==> config.mk <==
export PLATFORM = sky130hd
export DESIGN_NAME = music_seq_ctrl
export DESIGN_NICKNAME = d
export VERILOG_FILES = /design/src/rtl/music_pkg.sv /design/src/rtl/music_beat_counter.sv /design/src/rtl/music_seq_ctrl.sv
export SDC_FILE = /design/constraint.sdc
export NUM_CORES = 1
export LEC_CHECK = 0
export ABC_CLOCK_PERIOD_IN_PS = 1700
export CORE_AREA = 2 2 53 80
export CTS_BUF_LIST = sky130_fd_sc_hd__clkbuf_2 sky130_fd_sc_hd__clkbuf_4 sky130_fd_sc_hd__clkbuf_8
export CTS_CLUSTER_DIAMETER = 120
export DETAILED_ROUTE_END_ITERATION = 12
export DIE_AREA = 0 0 55 82
export PLACE_DENSITY = 0.88
export SLEW_MARGIN = 25
export SYNTH_ARGS = -nofsm -noshare
export SYNTH_HDL_FRONTEND = slang
export SYNTH_SLANG_ARGS = --single-unit
==> constraint.sdc <==
create_clock -name clk -period 1.7 [get_ports clk]
set_input_delay 0.255 -clock clk [delete_from_list [all_inputs] [get_ports clk]]
set_output_delay 0.255 -clock clk [all_outputs]
set_load 0.005 [all_outputs]
==> src/rtl/music_pkg.sv <==
// Shared types and note-word field positions for the song sequencer.
package music_pkg;

  typedef enum logic [2:0] {IDLE, FETCH, DECODE, PLAY, PAUSED} seq_state_t;

  localparam int DUR_MSB = 15;
  localparam int DUR_LSB = 12;
  localparam int PER_MSB = 11;
  localparam int PER_LSB = 0;

  localparam logic [3:0]  END_DUR = 4'd0;
  localparam logic [15:0] SILENCE = 16'd0;

endpackage

==> src/rtl/music_beat_counter.sv <==
// Remaining-beats counter for the current note; it never decrements below one,
// so the sequencer can see the final beat and decide what happens on its tick.
import music_pkg::*;

module music_beat_counter (
  input  logic       clk,
  input  logic       rst,
  input  logic       clear,
  input  logic       load,
  input  logic [3:0] load_val,
  input  logic       tick,
  output logic       last_beat
);

  logic [3:0] count;

  always_ff @(posedge clk) begin
    if (rst || clear) begin
      count <= 4'd0;
    end else if (load) begin
      count <= load_val;
    end else if (tick && (count > 4'd1)) begin
      count <= count - 4'd1;
    end
  end

  assign last_beat = (count == 4'd1);

endmodule

==> src/rtl/music_seq_ctrl.sv <==
// Song sequencer: walks the song memory, loads each note period into the
// external period register and times it in beats, with pause/resume and stop.
import music_pkg::*;

module music_seq_ctrl #(
  parameter int ADDR_W = 6
) (
  input  logic              clk,
  input  logic              rst,
  input  logic              play,
  input  logic              pause,
  input  logic              stop,
  input  logic              beat_tick,
  output logic [ADDR_W-1:0] mem_addr,
  input  logic [15:0]       mem_rdata,
  output logic              reg_en,
  output logic [15:0]       reg_d,
  output logic              playing,
  output logic              paused,
  output logic              done
);

  localparam logic [ADDR_W-1:0] PTR_LAST = '1;

  seq_state_t        state, state_n;
  logic [ADDR_W-1:0] ptr, ptr_n;
  logic [11:0]       cur_period;
  logic [3:0]        note_dur;
  logic [11:0]       note_period;
  logic              cnt_load, cnt_clear, cnt_tick, last_beat;

  assign note_dur    = mem_rdata[DUR_MSB:DUR_LSB];
  assign note_period = mem_rdata[PER_MSB:PER_LSB];
  assign mem_addr    = ptr;

  // Load strobes are combinational so the register sees them in the deciding cycle.
  always_comb begin
    state_n   = state;
    ptr_n     = ptr;
    reg_en    = 1'b0;
    reg_d     = SILENCE;
    done      = 1'b0;
    cnt_load  = 1'b0;
    cnt_clear = 1'b0;
    cnt_tick  = 1'b0;
    if (!rst) begin
      if (stop && (state != IDLE)) begin
        reg_en    = 1'b1;
        ptr_n     = '0;
        cnt_clear = 1'b1;
        state_n   = IDLE;
      end else begin
        case (state)
          IDLE:   if (play) state_n = FETCH;
          FETCH:  state_n = DECODE;
          DECODE: begin
            reg_en = 1'b1;
            if (note_dur == END_DUR) begin
              done    = 1'b1;
              ptr_n   = '0;
              state_n = IDLE;
            end else begin
              reg_d    = {4'b0000, note_period};
              cnt_load = 1'b1;
              state_n  = PLAY;
            end
          end
          PLAY: begin
            if (pause) begin
              reg_en  = 1'b1;
              state_n = PAUSED;
            end else if (beat_tick) begin
              if (!last_beat) begin
                cnt_tick = 1'b1;
              end else if (ptr != PTR_LAST) begin
                ptr_n   = ptr + 1'b1;
                state_n = FETCH;
              end else begin
                reg_en  = 1'b1;
                done    = 1'b1;
                ptr_n   = '0;
                state_n = IDLE;
              end
            end
          end
          PAUSED: begin
            if (play) begin
              reg_en  = 1'b1;
              reg_d   = {4'b0000, cur_period};
              state_n = PLAY;
            end
          end
          default: state_n = IDLE;
        endcase
      end
    end
  end

  // Status flags are registered from the next state so they track the state register.
  always_ff @(posedge clk) begin
    if (rst) begin
      state      <= IDLE;
      ptr        <= '0;
      cur_period <= 12'd0;
      playing    <= 1'b0;
      paused     <= 1'b0;
    end else begin
      state   <= state_n;
      ptr     <= ptr_n;
      playing <= (state_n == FETCH) || (state_n == DECODE) || (state_n == PLAY);
      paused  <= (state_n == PAUSED);
      if (cnt_load) cur_period <= note_period;
    end
  end

  music_beat_counter u_beats (
    .clk       (clk),
    .rst       (rst),
    .clear     (cnt_clear),
    .load      (cnt_load),
    .load_val  (note_dur),
    .tick      (cnt_tick),
    .last_beat (last_beat)
  );

endmodule

==> out/qor.csv, run 1 <==
stage;metric;value;unit
yosys;top cell type's share of synthesized area;0.332;
floorplanning;die area;0.00451;mm2
yosys;dominant cell type by area after synthesis;dfxtp_1;
power;Pwr Density;611;mW/mm2
drt;DR DRC count;0;
clock_tree;CTS tree;done;
floorplanning;row count;28;
power;Leak;1.21;nW
status;violated checks;setup timing;
yosys;synth warn;0;
yosys;Post-Syn Instances;206;
critical_path;CP Capture Type;output pin;
floorplanning;die height;82;um
global_route;first-pass GRT wire length;9580;um
global_route;met2 GRT Util;0.543;
global_route;vias in the first global route;2129;
clock_tree;clk buf depth;2;
timing;Tcrit/Tclk final;1.24;
timing;PnR worst setup slack;-0.409;ns
critical_path;Req. time, crit path;1.44;ns
critical_path;CP max stage delay;0.38;ns
drt;total number of vias;2190;
critical_path;worst path bufs/invs;3;
min_path;hold wc startpoint;cur_period[7]$_SDFFE_PP0P_;
yosys;Async SR Flop Fraction;0;
clock_tree;H-tree levels;1;
critical_path;crit-path cells;o31ai_4 > nand2_2 > or3_4 > buf_12 > buf_6 > nor2_2 > buf_2;
floorplanning;die width;55;um
timing;RSZ-0062 raised after global routing;true;
yosys;synthesized area;0.00163;mm2
timing;setup TNS;-7.44;ns
timing;Max Clock Skew;0.00455;ns
global_route;busiest grt layer;met2;
drt;drt first pass iters;4;
critical_path;dominant delay contributor by cell family on the critical path;simple AND/OR/NAND/NOR gates;
drt;Final ANT Viol Nets;0;
yosys;sequential share of the synthesized area;0.332;
final_layout;post-layout util;0.805;
drt;DR iter-0 viols;108;
status;status;complete, but fails checks;
min_path;HP Class;flop to flop;
place;dpl hpwl;3660;um
drt;Via density;5.95;
yosys;cell with the most instances after synthesis;nand2_1;
global_route;met3 Use GR;0.0455;
global_route;initial antenna violation count;0;
clock_tree;cts hold-fix bufs;0;
clock_tree;cts bufs inserted;3;
yosys;Yosys reg bits;27;
place;Placement Setup Slack;-0.877;ns
floorplanning;Initial Util;0.422;
clock_tree;latest clock arrival within the worst-skew pair;0.29;ns
yosys;Top FF cell, synth;dfxtp_1;
place;# placed instances;334;
global_route;grt total ovfl;0;
min_path;hold path cells;2;
clock_tree;Root Driver;clkbuf_8;
timing;Final setup viols;39;
final_layout;nets;349;
critical_path;start of the worst register-to-register path;state[2]$_SDFF_PP0_;
final_layout;area delta synth->final;90.6;%
timing;FMAX;0.474;GHz
timing;Hold Fails Final Rpt;0;
floorplanning;Ports;48;
yosys;number of flops mapped to enable cells by yosys;0;
critical_path;crit path kind;flop to output pin;
drt;final WL;7600;um
global_route;All-Layer GR Usage;0.295;
timing;fin crit period;2.11;ns
critical_path;FF-to-FF End;mem_addr[5]$_SDFFE_PP0P_;
clock_tree;Sink Count;27;
final_layout;proportion of layout cells with a drive suffix above 1;0.573;
critical_path;r2r setup slk;-0.29;ns
run;max cap viols;0;
yosys;Synth area leaders;dfxtp_1 33%, nand2_1 7.8%, nor2_1 6.5%;
place;# port buffers;43;
global_route;GR Layer Usage met1;0.288;
yosys;synth cell count leaders;34 x nand2_1, 28 x nor2_1, 27 x dfxtp_1;
final_layout;non-filler cells, final;368;
timing;Slew Viols, Final;0;
min_path;Hold Crit Endpoint;cur_period[7]$_SDFFE_PP0P_;
critical_path;Crit Path Max Fanout;5;
power;peak supply drop;0.752;mV
critical_path;Slowest cell on crit path;dfxtp_4;
global_route;pin count of the biggest net entering global routing;17;
critical_path;Worst Reg-to-Reg Cells;9;
yosys;Synth cell types;46;
critical_path;CP startpoint kind;flop;
yosys;average size of a mapped cell;7.90;um2
clock_tree;clk slew on worst S/H paths;0.10;ns
place;GPL Wtd Cong;0.917;
final_layout;# diodes;0;
floorplanning;Core Region;0.00385;mm2
power;total power;1.90;mW
critical_path;Data arrival, critical path;1.85;ns
drt;routed length per instance;20.6;um
worst reg2reg max path, stage by stage, from the launching register on:
cell and delay (ns):
dfxtp_4 0.38, buf_6 0.13, buf_6 0.12, and4bb_1 0.32, buf_4 0.14, a22oi_2 0.08, buf_4 0.19, or3_4 0.33
a21oi_2 0.16, nor2_1 0.05
cell usage in the layout, fill, tap and decap left out, drive strengths merged, types with 2 or more instances in the layout:
master / instances
a21oi: 18
a221oi: 2
a22oi: 13
a31oi: 2
a32oi: 3
a41oi: 2
and2: 2
and3: 2
and4bb: 2
buf: 95
clkbuf: 4
clkdlybuf4s50: 24
conb: 4
dfxtp: 27
dlygate4sd2: 4
ha: 3
inv: 8
nand2: 36
nand3: 3
nand4: 2
nor2: 29
nor3: 9
nor4: 5
o31ai: 2
or3: 4
xnor2: 2
xor2: 2
logic make-up after synthesis:
kind of cell    synth area share
fa+ha+maj                 0.0292
flops                      0.332
simple gates               0.295
buf+inv                   0.0885
other cells              0.00231
xor+xnor                  0.0215
compound gates             0.231
worst max path at each step:
stage	end	cells past startpoint	startpoint
finish	reg_d[5]	7	state[1]$_SDFF_PP0_
global route	reg_d[8]	7	state[1]$_SDFF_PP0_
CTS	reg_d[5]	7	state[2]$_SDFF_PP0_
detailed placement	reg_d[11]	6	mem_rdata[13]
global placement	reg_d[4]	6	mem_rdata[13]
floorplan	reg_d[10]	6	state[1]$_SDFF_PP0_
through the flow:
stage                     hold slack (ns)  area [um2]
after floorplan                     0.324        1670
after global placement              0.442        2470
after detailed placement            0.449        2470
after CTS                           0.463        2820
after global routing                0.488        3100
final                               0.474        3100
routing by layer:
layer,wire [um],share of wire
met5,0,0
met2,4130,0.54
met4,401,0.053
met3,347,0.046
met1,2720,0.36
report_power, final:
group          total (mW)  switching, mW  internal, mW
combinational       0.796          0.395         0.400
clock               0.404          0.236         0.168
sequential          0.696         0.0296         0.667
final cells by class:
class                           instances  area, um2
Sequential cell                        27        554
Multi-Input combinational cell        159       1320
Tap cell                               45       56.3
Fill cell                             206        753
Clock inverter                          1       7.51
Timing Repair Buffer                  125       1090
Inverter                                8       30.0
Clock buffer                            3       41.3
what timing repair did:
| item | 4_1_cts | 5_1_grt |
|---|---|---|
| gates cloned | 2 | 0 |
| pin swaps | 37 | 40 |
| setup endpoints to repair | 37 | 38 |
| resized for setup | 99 | 60 |
| buffers inserted | 23 | 8 |
state kept, by name (all words and copies together), names as in the netlist:
register	flops
state	3
u_beats.count	4
cur_period	12
paused	1
mem_addr	6
playing	1
No activity file was read; power rests on OpenSTA's default activity.
==> inputs of run 2 (changes only) <==
HOLD_SLACK_MARGIN = 0.06   (was unset)
MAX_ROUTING_LAYER = met4   (was unset)
==> run 2 against run 1 <==
  * The run still ends with setup timing left
  * Non-clock buffer count is the same
  * Critical endpoint unchanged
  * Register-to-register slack is essentially flat
  * Largest cell class unchanged
  * Highest routed layer unchanged
  * Via count shrank 0.68%
  * Die area is the same
  * Maximum frequency grew 0.18%
==> out/qor.csv, run 2 (synthesized netlist as in run 1, its figures left out) <==
stage;metric;value;unit;change
global_route;met2 GRT Util;0.542;;was 0.543
global_route;busiest grt layer;met2;;unchanged
drt;DR iter-0 viols;135;;was 108
global_route;grt total ovfl;0;;unchanged
critical_path;crit-path cells;o31ai_4 > nand2_2 > or3_4 > buf_12 > buf_6 > nor2_2 > buf_2;;unchanged
status;status;complete, but fails checks;;unchanged
critical_path;dominant delay contributor by cell family on the critical path;simple AND/OR/NAND/NOR gates;;unchanged
floorplanning;die area;0.00451;mm2;unchanged
power;Leak;1.21;nW;unchanged
place;GPL Wtd Cong;0.933;;was 0.917
drt;total number of vias;2175;;was 2,190
clock_tree;cts hold-fix bufs;0;;unchanged
power;P_int;1.23;mW;was 1.24 mW
global_route;vias in the first global route;2127;;was 2,129
drt;Via density;5.91;;was 5.95
critical_path;crit path kind;flop to output pin;;unchanged
power;switch share;0.349;;about the same
timing;FMAX;0.475;GHz;was 0.474 GHz
timing;fin crit period;2.11;ns;about the same
critical_path;CP Capture Type;output pin;;unchanged
critical_path;Data arrival, critical path;1.85;ns;about the same
clock_tree;CTS tree;done;;unchanged
floorplanning;row count;28;;unchanged
global_route;met3 Use GR;0.0436;;was 0.0455
clock_tree;H-tree levels;1;;unchanged
global_route;GR Layer Usage met1;0.290;;was 0.288
final_layout;most frequent cells in the layout;62 x buf_4, 24 x clkdlybuf4s50_1, 23 x nand2_1, 22 x dfxtp_1, 17 x buf_6;;unchanged
place;# placed instances;334;;unchanged
clock_tree;clk slew on worst S/H paths;0.10;ns;about the same
drt;final WL;7620;um;was 7600 um
run;max cap viols;0;;unchanged
floorplanning;die height;82;um;unchanged
power;Pwr Density;612;mW/mm2;was 611 mW/mm2
global_route;All-Layer GR Usage;0.302;;was 0.295
clock_tree;Root Driver;clkbuf_8;;unchanged
timing;PnR worst setup slack;-0.406;ns;was -0.409 ns
drt;DR DRC count;0;;unchanged
global_route;first-pass GRT wire length;9560;um;was 9580 um
timing;Slew Viols, Final;0;;unchanged
place;dpl hpwl;3660;um;unchanged
timing;Final setup viols;39;;unchanged
final_layout;max FFs per register;12;;unchanged
final_layout;# diodes;0;;unchanged
critical_path;worst path bufs/invs;3;;unchanged
final_layout;Top reg by flops;cur_period;;unchanged
status;violated checks;setup timing;;unchanged
critical_path;Req. time, crit path;1.44;ns;about the same
drt;routed length per instance;20.7;um;was 20.6 um
place;# port buffers;43;;unchanged
drt;drt first pass iters;4;;unchanged
clock_tree;Sink Count;27;;unchanged
timing;RSZ-0062 raised after global routing;true;;unchanged
final_layout;proportion of layout cells with a drive suffix above 1;0.573;;unchanged
global_route;initial antenna violation count;0;;unchanged
floorplanning;Initial Util;0.422;;unchanged
power;combinational share of power;0.420;;about the same
global_route;pin count of the biggest net entering global routing;17;;unchanged
timing;Max Clock Skew;0.00170;ns;was 0.00455 ns
floorplanning;Ports;48;;unchanged
min_path;HP Class;flop to flop;;unchanged
timing;hold_ws;0.475;ns;was 0.474 ns
power;Clock power frac;0.212;;was 0.213
clock_tree;clk buf depth;2;;unchanged
power;peak supply drop;0.739;mV;was 0.752 mV
final_layout;non-filler cells, final;368;;unchanged
power;total power;1.90;mW;about the same
final_layout;post-layout util;0.805;;unchanged
timing;Hold Fails Final Rpt;0;;unchanged
final_layout;nets;349;;unchanged
critical_path;Crit Path Max Fanout;5;;unchanged
critical_path;CP startpoint kind;flop;;unchanged
power;Net Sw Power;0.661;mW;about the same
critical_path;Slowest cell on crit path;dfxtp_4;;unchanged
floorplanning;die width;55;um;unchanged
drt;Final ANT Viol Nets;0;;unchanged
clock_tree;latest clock arrival within the worst-skew pair;0.29;ns;about the same
clock_tree;cts bufs inserted;3;;unchanged
final_layout;area delta synth->final;90.6;%;unchanged
critical_path;CP max stage delay;0.38;ns;about the same
power;Flop pwr share;0.368;;was 0.367
final_layout;most common cell after layout, fill and taps aside;buf_4;;unchanged
floorplanning;Core Region;0.00385;mm2;unchanged
timing;Tcrit/Tclk final;1.24;;about the same
==> run 2: cell counts in the layout (fill, tap and decap cells not counted) <==
Identical to the previous run, type by type.
==> run 2: worst paths after layout <==
| kind | to | slack (ns) | from | cells after the start |
|---|---|---|---|---|
| hold / removal | cur_period[7]$_SDFFE_PP0P_ | 0.47 | cur_period[7]$_SDFFE_PP0P_ | 2 |
| setup reg to reg | mem_addr[5]$_SDFFE_PP0P_ | -0.30 | state[2]$_SDFF_PP0_ | 9 |
| hold reg to reg | cur_period[7]$_SDFFE_PP0P_ | 0.47 | cur_period[7]$_SDFFE_PP0P_ | 2 |
| setup / recovery | reg_d[5] | -0.41 | state[1]$_SDFF_PP0_ | 7 |
==> run 2: per-stage QoR <==
step	setup WS, ns	instance area (um2)	setup TNS (ns)
4_1_cts	-0.386	2820	-5.10
6_report	-0.406	3100	-7.41
2_1_floorplan	0.00484	1670	0
5_1_grt	-0.468	3100	-9.82
3_3_place_gp	-0.818	2470	-21.78
3_5_place_dp	-0.877	2470	-23.52
==> run 2: worst register-to-register path, delay by kind of cell, from the launching register on <==
kind | cells | cell delay (ns)
DFF | 1 | 0.38
buffers and inverters | 4 | 0.58
AOI/OAI and AO/OA | 2 | 0.24
and+or+nand+nor | 3 | 0.70
==> run 2: power groups by stage <==
stage	logic (mW)	registers [mW]	clock network, mW
2_1_floorplan	0.261	0.699	0
3_3_place_gp	0.501	0.703	0
3_5_place_dp	0.519	0.705	0
4_1_cts	0.652	0.696	0.384
5_1_grt	0.831	0.699	0.432
6_report	0.796	0.698	0.402
==> run 2: what timing repair did <==
item	CTS	global route
setup buffers	23	8
endpoints found under the setup margin	37	38
cloned	2	0
endpoints found under the hold margin	0	0
pin swaps	37	40
gates resized for setup	99	60
==> run 2: metal layers <==
layer | part of all wire | vias up
met2 | 0.55 | 120
met5 | 0 | -
met1 | 0.36 | 1054
met4 | 0.042 | 0
met3 | 0.047 | 34
li1 | - | 967
==> run 2: area by class of cell <==
cell class / count / area [um2]
fillers: 206 / 753
flip-flops and latches: 27 / 554
repair buffers: 125 / 1090
clock inverters: 1 / 7.51
multi-input cells: 159 / 1320
inverters: 8 / 30.0
well taps: 45 / 56.3
clock buffers: 3 / 41.3
